--- src/rtl/mem_port_arbiter_if.sv ---
// Bus bundle between the two requesters (fetch, data), the arbiter and the shared RAM.
// The slave modport is the arbiter's view; master is the requester/RAM side.
interface mem_port_arbiter_if #(
  parameter int ADDR_W = 9,
  parameter int DATA_W = 16
);
  logic              if_req;
  logic [ADDR_W-1:0] if_addr;
  logic              if_gnt;
  logic              if_rvalid;
  logic [DATA_W-1:0] if_rdata;
  logic              if_stall;

  logic              d_req;
  logic              d_we;
  logic [ADDR_W-1:0] d_addr;
  logic [DATA_W-1:0] d_wdata;
  logic              d_gnt;
  logic              d_rvalid;
  logic [DATA_W-1:0] d_rdata;
  logic              d_stall;

  logic [ADDR_W-1:0] ram_addr;
  logic              ram_we;
  logic [DATA_W-1:0] ram_wdata;
  logic [DATA_W-1:0] ram_rdata;

  modport slave (
    input  if_req, if_addr, d_req, d_we, d_addr, d_wdata, ram_rdata,
    output if_gnt, if_rvalid, if_rdata, if_stall,
    output d_gnt, d_rvalid, d_rdata, d_stall,
    output ram_addr, ram_we, ram_wdata
  );

  modport master (
    output if_req, if_addr, d_req, d_we, d_addr, d_wdata, ram_rdata,
    input  if_gnt, if_rvalid, if_rdata, if_stall,
    input  d_gnt, d_rvalid, d_rdata, d_stall,
    input  ram_addr, ram_we, ram_wdata
  );
endinterface

--- src/rtl/mem_port_arbiter.sv ---
// Single-port RAM arbiter: data port has priority, fetch is forced through after
// STARVE_MAX consecutive denied cycles. Read data returns one cycle after grant.
module mem_port_arbiter #(
  parameter int ADDR_W     = 9,
  parameter int DATA_W     = 16,
  parameter int STARVE_MAX = 4
) (
  input  logic                clk,
  input  logic                reset,
  mem_port_arbiter_if.slave   bus
);

  localparam int               CNT_W   = $clog2(STARVE_MAX + 1);
  localparam logic [CNT_W-1:0] CNT_MAX = CNT_W'(STARVE_MAX);

  logic [CNT_W-1:0]  r_starve_cnt;
  logic              r_if_vld_p1;
  logic              r_d_vld_p1;

  logic              w_starved;
  logic              w_if_gnt;
  logic              w_d_gnt;
  logic [ADDR_W-1:0] w_ram_addr;
  logic [DATA_W-1:0] w_rdata;

  // Stage p0: combinational arbitration and RAM drive
  always_comb begin
    w_starved  = (r_starve_cnt == CNT_MAX);
    w_if_gnt   = ~reset & bus.if_req & (~bus.d_req | w_starved);
    w_d_gnt    = ~reset & bus.d_req & ~w_if_gnt;
    w_ram_addr = w_if_gnt ? bus.if_addr : bus.d_addr;
  end

  assign bus.if_gnt    = w_if_gnt;
  assign bus.d_gnt     = w_d_gnt;
  assign bus.if_stall  = bus.if_req & ~w_if_gnt;
  assign bus.d_stall   = bus.d_req & ~w_d_gnt;
  assign bus.ram_addr  = w_ram_addr;
  assign bus.ram_we    = w_d_gnt & bus.d_we;
  assign bus.ram_wdata = bus.d_wdata;

  always_ff @(posedge clk) begin
    if (reset) begin
      r_starve_cnt <= '0;
    end else if (~bus.if_req | w_if_gnt) begin
      r_starve_cnt <= '0;
    end else if (!w_starved) begin
      r_starve_cnt <= r_starve_cnt + 1'b1;
    end
  end

  // Stage p1: read response, one cycle after grant
  always_ff @(posedge clk) begin
    if (reset) begin
      r_if_vld_p1 <= 1'b0;
      r_d_vld_p1  <= 1'b0;
    end else begin
      r_if_vld_p1 <= w_if_gnt;
      r_d_vld_p1  <= w_d_gnt & ~bus.d_we;
    end
  end

  // Gating with reset drops a response already registered when reset arrives.
  assign w_rdata       = bus.ram_rdata;
  assign bus.if_rvalid = r_if_vld_p1 & ~reset;
  assign bus.d_rvalid  = r_d_vld_p1 & ~reset;
  assign bus.if_rdata  = w_rdata;
  assign bus.d_rdata   = w_rdata;

endmodule

--- src/flat_wrapper.sv ---
// flat-port wrapper written by rule: the top's interface ports become plain ports
module mem_port_arbiter_flat 
#(
  parameter int ADDR_W     = 9,
  parameter int DATA_W     = 16,
  parameter int STARVE_MAX = 4
)
  (clk, reset, bus_if_req, bus_if_addr, bus_d_req, bus_d_we, bus_d_addr, bus_d_wdata, bus_ram_rdata, bus_if_gnt, bus_if_rvalid, bus_if_rdata, bus_if_stall, bus_d_gnt, bus_d_rvalid, bus_d_rdata, bus_d_stall, bus_ram_addr, bus_ram_we, bus_ram_wdata);
  mem_port_arbiter_if #(.ADDR_W(ADDR_W), .DATA_W(DATA_W)) bus_i ();
  input  logic clk;
  input  logic reset;
  input wire logic [$bits(bus_i.if_req)-1:0] bus_if_req;
  input wire logic [$bits(bus_i.if_addr)-1:0] bus_if_addr;
  input wire logic [$bits(bus_i.d_req)-1:0] bus_d_req;
  input wire logic [$bits(bus_i.d_we)-1:0] bus_d_we;
  input wire logic [$bits(bus_i.d_addr)-1:0] bus_d_addr;
  input wire logic [$bits(bus_i.d_wdata)-1:0] bus_d_wdata;
  input wire logic [$bits(bus_i.ram_rdata)-1:0] bus_ram_rdata;
  output wire logic [$bits(bus_i.if_gnt)-1:0] bus_if_gnt;
  output wire logic [$bits(bus_i.if_rvalid)-1:0] bus_if_rvalid;
  output wire logic [$bits(bus_i.if_rdata)-1:0] bus_if_rdata;
  output wire logic [$bits(bus_i.if_stall)-1:0] bus_if_stall;
  output wire logic [$bits(bus_i.d_gnt)-1:0] bus_d_gnt;
  output wire logic [$bits(bus_i.d_rvalid)-1:0] bus_d_rvalid;
  output wire logic [$bits(bus_i.d_rdata)-1:0] bus_d_rdata;
  output wire logic [$bits(bus_i.d_stall)-1:0] bus_d_stall;
  output wire logic [$bits(bus_i.ram_addr)-1:0] bus_ram_addr;
  output wire logic [$bits(bus_i.ram_we)-1:0] bus_ram_we;
  output wire logic [$bits(bus_i.ram_wdata)-1:0] bus_ram_wdata;
  assign bus_i.if_req = bus_if_req;
  assign bus_i.if_addr = bus_if_addr;
  assign bus_i.d_req = bus_d_req;
  assign bus_i.d_we = bus_d_we;
  assign bus_i.d_addr = bus_d_addr;
  assign bus_i.d_wdata = bus_d_wdata;
  assign bus_i.ram_rdata = bus_ram_rdata;
  assign bus_if_gnt = bus_i.if_gnt;
  assign bus_if_rvalid = bus_i.if_rvalid;
  assign bus_if_rdata = bus_i.if_rdata;
  assign bus_if_stall = bus_i.if_stall;
  assign bus_d_gnt = bus_i.d_gnt;
  assign bus_d_rvalid = bus_i.d_rvalid;
  assign bus_d_rdata = bus_i.d_rdata;
  assign bus_d_stall = bus_i.d_stall;
  assign bus_ram_addr = bus_i.ram_addr;
  assign bus_ram_we = bus_i.ram_we;
  assign bus_ram_wdata = bus_i.ram_wdata;
  mem_port_arbiter #(.ADDR_W(ADDR_W), .DATA_W(DATA_W), .STARVE_MAX(STARVE_MAX)) u_core (.clk(clk), .reset(reset), .bus(bus_i));
endmodule
--- config.mk ---
export PLATFORM = sky130hd
export DESIGN_NAME = mem_port_arbiter_flat
export DESIGN_NICKNAME = d
export VERILOG_FILES = /design/src/rtl/mem_port_arbiter_if.sv /design/src/rtl/mem_port_arbiter.sv /design/src/flat_wrapper.sv
export SDC_FILE = /design/constraint.sdc
export NUM_CORES = 1
export LEC_CHECK = 0
export ABC_AREA = 1
export CORE_UTILIZATION = 21
export CTS_CLUSTER_DIAMETER = 30
export DETAILED_ROUTE_END_ITERATION = 10
export HOLD_SLACK_MARGIN = 0.02
export PLACE_DENSITY = 0.78
export SETUP_SLACK_MARGIN = 0.5
export SYNTH_ARGS = -nofsm -noshare
export SYNTH_HDL_FRONTEND = slang
export SYNTH_SLANG_ARGS = --single-unit
--- constraint.sdc ---
create_clock -name clk -period 1.33 [get_ports clk]
set_input_delay 0.266 -clock clk [delete_from_list [all_inputs] [get_ports clk]]
set_output_delay 0.266 -clock clk [all_outputs]
set_load 0.01 [all_outputs]
Word level (Yosys, flattened, before mapping)

Cells that the tools add are included.

Multipliers: 0
Bitwise operators: 18
$lt $le $gt $ge: 0
Shift operators: 0
Mux-type cells: 1
Equality and inequality tests: 1
$add $sub $neg: 1
Reduce and logical (&&, ||, !) cells: 1
Divide/modulo/power cells: 0

Operators by type and width:

| operator              | number |
|---|---|
| $and A1 B1 Y1         | 10 |
| $mux W9               | 1 |
| $not A1 Y1            | 6 |
| $add A3 B1 Y3 const B | 1 |
| $eq A3 B3 Y1 const B  | 1 |
| $or A1 B1 Y1          | 2 |
| $reduce_or A2 Y1      | 1 |

Bits in latches: 0
Input bits: 55
Register bits after elaboration: 5
Memories kept: 0
Logic and storage cells: 25
Output and inout port bits: 64
Bits in read-only memories: 0
Bits in writable memories: 0

Longest topological paths before layout

Gate-level depths: netlist of the first run.

Word-level depth: 7
Gate-level depth with buffers: 8
Depth with buffers taken out: 7

Worst setup path after synthesis of the first run

Ideal clock, no wire load.

Kind: register -> output
Start point: register u_core.r_starve_cnt[0]
End point: output bus_ram_addr[0]
Buffers on the path: 1
Arrival time: 1.065 ns
Cell stages (with the launch flop): 9
Required time: 1.064 ns
Path slack: -0.001 ns
Path through: dfxtp_1 -> inv_1 -> ha_1 -> nand2_1 -> nand2_1 -> nand2_4 -> buf_6 -> nand2_1 -> nand2_1

Longest elaborated chain between the ends: 4

Ends and longest elaborated chain:

| element                | line                   | source |
|---|---|---|
| from (decl)            | mem_port_arbiter.sv:16 | `logic [CNT_W-1:0] r_starve_cnt;` |
| from (signal assigned) | mem_port_arbiter.sv:48 | `r_starve_cnt <= r_starve_cnt + 1'b1;` |
| $eq A3 B3 Y1           | mem_port_arbiter.sv:28 | `w_starved = (r_starve_cnt == CNT_MAX);` |
| $or A1 B1 Y1           | mem_port_arbiter.sv:29 | `w_if_gnt = ~reset & bus.if_req & (~bus.d_req \| w_starved);` |
| $and A1 B1 Y1          | mem_port_arbiter.sv:29 |  |
| $mux W9                | mem_port_arbiter.sv:31 | `w_ram_addr = w_if_gnt ? bus.if_addr : bus.d_addr;` |
| to (decl)              | flat_wrapper.sv:27     | `output wire logic [$bits(bus_i.ram_addr)-1:0] bus_ram_addr;` |

No other way between the ends.

Worst setup path in the final report of the first run

Start point: register u_core.r_starve_cnt[1]
End point: output bus_ram_we

Longest elaborated chain between the ends: 6

Ends and longest elaborated chain:

| element       | line                   | source |
|---|---|---|
| $eq A3 B3 Y1  | mem_port_arbiter.sv:28 |  |
| $or A1 B1 Y1  | mem_port_arbiter.sv:29 |  |
| $and A1 B1 Y1 | mem_port_arbiter.sv:29 |  |
| $not A1 Y1    | mem_port_arbiter.sv:30 | `w_d_gnt = ~reset & bus.d_req & ~w_if_gnt;` |
| $and A1 B1 Y1 | mem_port_arbiter.sv:30 |  |
| $and A1 B1 Y1 | mem_port_arbiter.sv:39 | `assign bus.ram_we = w_d_gnt & bus.d_we;` |
| to (decl)     | flat_wrapper.sv:28     | `output wire logic [$bits(bus_i.ram_we)-1:0] bus_ram_we;` |

No other way between the ends.

==> summary.txt, run 1 <==
Synthesis
  • Syn_nets: 174
  • Synth top area share: 47.0%
  • Synth area leaders: buf_4, dfxtp_1, nand2_1, inv_1, nand3_1
  • Synth warnings: 0
  • Post-synthesis sequential area ratio: 12.8%
  • Mapped Cells: 117
  • Syn Area/Cell: 6.68 sq um
  • Yosys reg bits: 5
  • Mapped Area: 782 sq um
  • Post-synthesis cell type count: 13
  • Area leader, netlist: buf_4

Clock network
  • CTS Sinks: 5
  • Post-cts hold buffer count: 0
  • Htree depth: 1
  • Root buffer cell: clkbuf_8
  • CTS tree: yes
  • Clock-pin transition on the worst setup and hold timing paths: 30 ps
  • Number of buffers created by CTS: 3
  • CTS max path bufs: 2
  • Clock Latency Late Sink: 220 ps

STA
  • RSZ-0062 raised after global routing: true
  • Max Clk Rate: 626 MHz
  • Fin crit share: 120%
  • Final WS setup: -267 ps
  • Endpoints failing hold: 0
  • Final Max Slew Viols: 0
  • Slew HR: 87.0%
  • Setup-violating endpoint count in the final report: 14
  • Worst-Margin Slew: 195 ps
  • Fin crit period: 1600 ps
  • Skew final: 1.71 ps

Power
  • Maximum vdd drop: 0.231 mV
  • Power density cells: 600 mW/mm^2
  • Power, Total: 0.739 mW
  • P_leak: 0.589 nW

Setup path
  • Startpoint Class: flip-flop
  • Worst path required time: 1060 ps
  • Worst reg-to-reg path cell count: 9
  • Critical-path cell list: inv_2 -> ha_4 -> nand2_4 -> nand2_4 -> nand2_8 -> buf_12 -> nand2_8 -> nor2_2 -> buf_2
  • Reg2reg end: u_core.r_starve_cnt[0]
  • Worst path top cell family by delay: simple AND/OR/NAND/NOR gates
  • R2r setup slk: 140 ps
  • Worst R2R Start: u_core.r_starve_cnt[1]
  • Slowest CP cell: dfxtp_2
  • Arr. time, crit path: 1330 ps
  • CP endpoint kind: output pin
  • Worst setup path end: bus_ram_we
  • Critical path's largest stage delay: 320 ps
  • Crit. Startpoint: u_core.r_starve_cnt[1]
  • Buffers plus inverters on the worst setup path: 3
  • CP max FO: 5
  • Setup Crit Path Kind: reg2out
  • CP Depth: 9

Cells and area
  • FILL cells: 355
  • Footprint of the multi-input gates: 392 sq um
  • Final nets: 189
  • Share of layout cells above drive strength 1: 59.5%
  • Diodes inserted: 0
  • Commonest non-fill, non-tap cell in the layout: clkdlybuf4s50_1
  • Fin cells: 177
  • Most frequent cells in the layout: clkdlybuf4s50_1, buf_6, buf_4
  • Register area: 103 sq um
  • Area Growth Syn to Fin: 57.6%

Hold path
  • Hold Path Class: in2reg

Die
  • Die Width: 63.0 microns
  • Top Ports: 119
  • FP Rows: 21
  • Die area: 0.00397 sq mm
  • Core ar.: 0.00344 sq mm
  • Initial Utilization: 22.7%
  • Chip height: 63.0 microns

Run
  • Maximum Capacitance Violations: 0

Placed design
  • Place WS: -791 ps
  • Placed Cells: 161
  • PortBufs: 38
  • Detailed placement HPWL: 1250 microns
  • Routability-driven placement congestion ratio: 0.685

Global routing
  • Number of global-route vias before repair: 700
  • Largest net degree at the start of global routing: 11
  • Antenna violations before repair: 0
  • GR Util All Layers: 9.91%
  • Grt total ovfl: 0
  • First-pass GRT wire length: 3130 microns

Routing
  • Post-DR wirelength/cell: 10.4 microns
  • DR pass1 iterations: 2
  • Initial DRC count: 3
  • DR vias/cell: 3.73
  • Final wirelength: 1840 microns
  • Routed Antenna Nets: 0
  • Via count: 661
  • # DRC: 0

Status
  • Status: finished with violations
  • Failing checks: setup timing
cell usage after synthesis:
cell type / count
buf_4: 49
nand2_1: 24
inv_1: 13
nand3_1: 9
nor2_1: 8
dfxtp_1: 5
ha_1: 2
nor2_4: 2
a21oi_4: 1
buf_6: 1
nand2_4: 1
o21ai_0: 1
xnor2_1: 1
state kept, by name, summed over array words and instances, names as in the netlist:
register             count
u_core.r_starve_cnt      3
u_core.r_d_vld_p1        1
u_core.r_if_vld_p1       1
layout make-up:
| cell class | instances | share of cell area, % |
|---|---|---|
| repair buffers | 60 | 47.6 |
| multi-input cells | 49 | 31.8 |
| flip-flops and latches | 5 | 8.32 |
| well taps | 46 | 4.67 |
| inverters | 13 | 3.96 |
| clock buffers | 4 | 3.65 |
routing by layer:
layer | vias up | track usage, % | routed length [microns]
li1 | 335 | - | -
met1 | 289 | 10.7 | 665
met2 | 29 | 17.2 | 989
met3 | 8 | 2.37 | 162
met4 | 0 | 6.10 | 21
met5 | - | 0 | 0
worst reg2reg max path, stage by stage (launching register included):
cell     delay, ps
dfxtp_2        320
inv_2           40
ha_4           150
nand2_4         60
nand2_4         70
buf_8          150
buf_6          120
nor2_4          80
inv_2           40
nor2_1          80
kinds of logic (layout without fill, tap and decap cells):
kind of cell | Yosys count | count (layout) | share of synthesized area (%)
buf+inv | 63 | 77 | 54.7
compound gates | 2 | 2 | 2.72
xor+xnor | 1 | 1 | 1.12
fa+ha+maj | 2 | 2 | 3.20
simple gates | 44 | 44 | 25.4
flops | 5 | 5 | 12.8
power breakdown:
part	switching [mW]	internal, mW
Sequential	0.00157	0.155
Combinational	0.124	0.183
Clock	0.0692	0.205
worst min path at each step:
stage / slack [ps] / endpoint / cells after the start / from
floorplan: 340 / u_core.r_d_vld_p1 / 1 / bus_d_we
global placement: 490 / u_core.r_starve_cnt[0] / 2 / u_core.r_starve_cnt[0]
detailed placement: 500 / u_core.r_starve_cnt[0] / 2 / u_core.r_starve_cnt[0]
CTS: 510 / u_core.r_d_vld_p1 / 5 / reset
global route: 520 / u_core.r_starve_cnt[0] / 2 / u_core.r_starve_cnt[0]
finish: 490 / u_core.r_d_vld_p1 / 5 / reset
what timing repair did:
| action | CTS | global route |
|---|---|---|
| buffers inserted | 9 | 2 |
| gates cloned | 1 | 0 |
| gates resized for setup | 97 | 12 |
| endpoints found under the setup margin | 21 | 21 |
| pin swaps | 12 | 2 |
metrics by stage:
stage / hold slack [ps] / TNS (ps) / util [%] / instance area [sq um]
detailed placement: 504 / -12160 / 28.4 / 978
global route: 517 / -4350 / 35.8 / 1230
CTS: 508 / -3480 / 34.0 / 1170
finish: 490 / -3400 / 35.8 / 1230
floorplan: 338 / 0 / - / 848
global placement: 490 / -11770 / 28.4 / 978
(Power assumes the default switching activity.)
==> run 2, diff against run 1 <==
Settings changed: CELL_PAD_IN_SITES_DETAIL_PLACEMENT from default to 1, CELL_PAD_IN_SITES_GLOBAL_PLACEMENT from default to 1, CORE_UTILIZATION 21 to 12, CTS_BUF_LIST from default to sky130_fd_sc_hd__clkbuf_2 sky130_fd_sc_hd__clkbuf_4 sky130_fd_sc_hd__clkbuf_8, PLACE_DENSITY 0.78 to default, PLACE_DENSITY_LB_ADDON from default to 0.1.
==> run 2 against run 1 <==
  * The run still ends with setup timing left
  * Critical path depth fell by 1
  * Die area rose by 72%
  * Global-route usage fell by 3.5 points
  * Clock-buffer cell count did not move
  * First-iteration DRC count rose to 3.3 times the previous value
  * Non-clock buffer count fell by 6
  * Register-to-register slack got worse by 250 ps
  * Worst setup slack improved by 34 ps
  * Wire length rose by 19%
  * Largest power group unchanged
==> summary.txt, run 2 (synthesized netlist as in run 1, its figures left out) <==
Status
  • Status: finished with violations
  • Failing checks: setup timing

Power
  • P_leak: 0.546 nW
  • Maximum vdd drop: 0.340 mV
  • Power density cells: 604 mW/mm^2

Placed design
  • Detailed placement HPWL: 1680 microns
  • PortBufs: 38
  • Routability-driven placement congestion ratio: 0.617

Routing
  • Wl on met1: 838 microns
  • Post-DR wirelength/cell: 10.7 microns
  • DR pass1 iterations: 3
  • Initial DRC count: 10
  • Final wirelength: 2180 microns
  • Met2 wire length: 1220 microns
  • Via count: 651
  • Met3 wire length: 116 microns
  • Routed Antenna Nets: 0
  • # DRC: 0
  • Max layer used: met4
  • DR vias/cell: 3.21

Cells and area
  • Final Util: 19.9%
  • Most frequent cells in the layout: clkdlybuf4s50_1, buf_6, nand2_2
  • Commonest non-fill, non-tap cell in the layout: clkdlybuf4s50_1
  • Diodes inserted: 0
  • Area Growth Syn to Fin: 60.5%
  • Share of layout cells above drive strength 1: 68.3%
  • Final nets: 184
  • Top reg by flops: u_core.r_starve_cnt
  • Largest regs: u_core.r_starve_cnt: 3 flops, u_core.r_d_vld_p1: 1 flops, u_core.r_if_vld_p1: 1 flops
  • Number of flip-flops in the largest register: 3

STA
  • Endpoints failing hold: 0
  • Final Max Slew Viols: 0
  • Setup-violating endpoint count in the final report: 17
  • RSZ-0062 raised after global routing: true
  • Max Clk Rate: 640 MHz
  • Skew final: 1.35 ps
  • Fin crit period: 1560 ps
  • Worst-Margin Slew: 244 ps
  • Fin crit share: 118%
  • Slew HR: 83.7%
  • Post-route setup TNS: -3240 ps
  • Final WS setup: -233 ps

Die
  • FP Rows: 29
  • Die area: 0.00684 sq mm
  • Core ar.: 0.00631 sq mm
  • Top Ports: 119
  • Die Width: 82.7 microns
  • Initial Utilization: 12.4%
  • Chip height: 82.7 microns

Setup path
  • Startpoint Class: flip-flop
  • Setup Crit Path Kind: reg2out
  • CP max FO: 7
  • Reg2reg end: u_core.r_starve_cnt[2]
  • R2r setup slk: -110 ps
  • Worst path required time: 1060 ps
  • Arr. time, crit path: 1300 ps
  • CP endpoint kind: output pin
  • Worst R2R Start: u_core.r_starve_cnt[1]
  • Worst reg-to-reg path cell count: 11

Clock network
  • Number of buffers created by CTS: 3
  • CTS max path bufs: 2
  • Clock-pin transition on the worst setup and hold timing paths: 30 ps
  • Clock Latency Late Sink: 220 ps
  • CTS Sinks: 5
  • CTS tree: yes
  • Root buffer cell: clkbuf_8
  • Htree depth: 1

Global routing
  • GR Util All Layers: 6.42%
  • Number of global-route vias before repair: 730
  • Largest net degree at the start of global routing: 9
  • Grt total ovfl: 0
  • First-pass GRT wire length: 3350 microns
  • Antenna violations before repair: 0

Hold path
  • Hold EP: u_core.r_starve_cnt[0]
  • Hold Path Class: reg2reg
  • Hold wc startpoint: u_core.r_starve_cnt[0]
  • Hold path depth: 2

Run
  • Maximum Capacitance Violations: 0
[run 2: how the worst max path moves through the flow]
| stage | from | endpoint | slack [ps] | depth (start not counted) |
|---|---|---|---|---|
| floorplan | u_core.r_starve_cnt[0] | bus_ram_addr[0] | 80 | 8 |
| detailed placement | bus_if_req | bus_ram_we | -830 | 7 |
| CTS | u_core.r_starve_cnt[0] | bus_ram_we | -270 | 8 |
| finish | u_core.r_starve_cnt[1] | bus_ram_we | -230 | 8 |
| global placement | bus_if_req | bus_ram_addr[6] | -810 | 7 |
| global route | u_core.r_starve_cnt[0] | bus_ram_addr[8] | -310 | 8 |
[run 2: layout make-up]
cell class              instances  area, sq um
fillers                       767         5060
repair buffers                 54          528
multi-input cells              50          429
flip-flops and latches          5          104
well taps                      77         96.3
clock buffers                   4         48.8
inverters                      13         48.8
[run 2: critical path, cell delays in order (launching register included)]
cell     delay, ps
dfxtp_2        320
inv_2           50
ha_4           150
nand2_4         80
nand2_8         90
nand2_8        120
nand2_4         70
nor2_2          80
buf_2          130
[run 2: routing by layer]
metal  global-route usage [%]  up-vias
met5                        0        -
li1                         -      323
met1                     7.51      305
met2                     11.1       17
met4                     2.76        0
met3                     1.43        6
[run 2: per-stage QoR]
| stage | instance area [sq um] | hold WS (ps) | instances | power [mW] | setup slack [ps] |
|---|---|---|---|---|---|
| 6_report | 1250 | 501 | 203 | 0.758 | -233 |
| 3_5_place_dp | 1020 | 504 | 192 | 0.412 | -827 |
| 5_1_grt | 1250 | 526 | 203 | 0.815 | -314 |
| 3_3_place_gp | 1020 | 495 | 192 | 0.414 | -805 |
| 4_1_cts | 1220 | 505 | 202 | 0.766 | -267 |
| 2_1_floorplan | 848 | 338 | 117 | 0.403 | 82.1 |
[run 2: timing repair]
action	in CTS	in global routing
gates resized for setup	109	9
cloned	2	0
setup buffers	4	1
hold buffers	0	0
pin swaps	8	4
endpoints found under the setup margin	21	21
[run 2: where the power goes]
part           total, mW  switching [mW]  internal, mW
combinational      0.308           0.131         0.177
clock              0.293          0.0675         0.225
sequential         0.157         0.00184         0.156
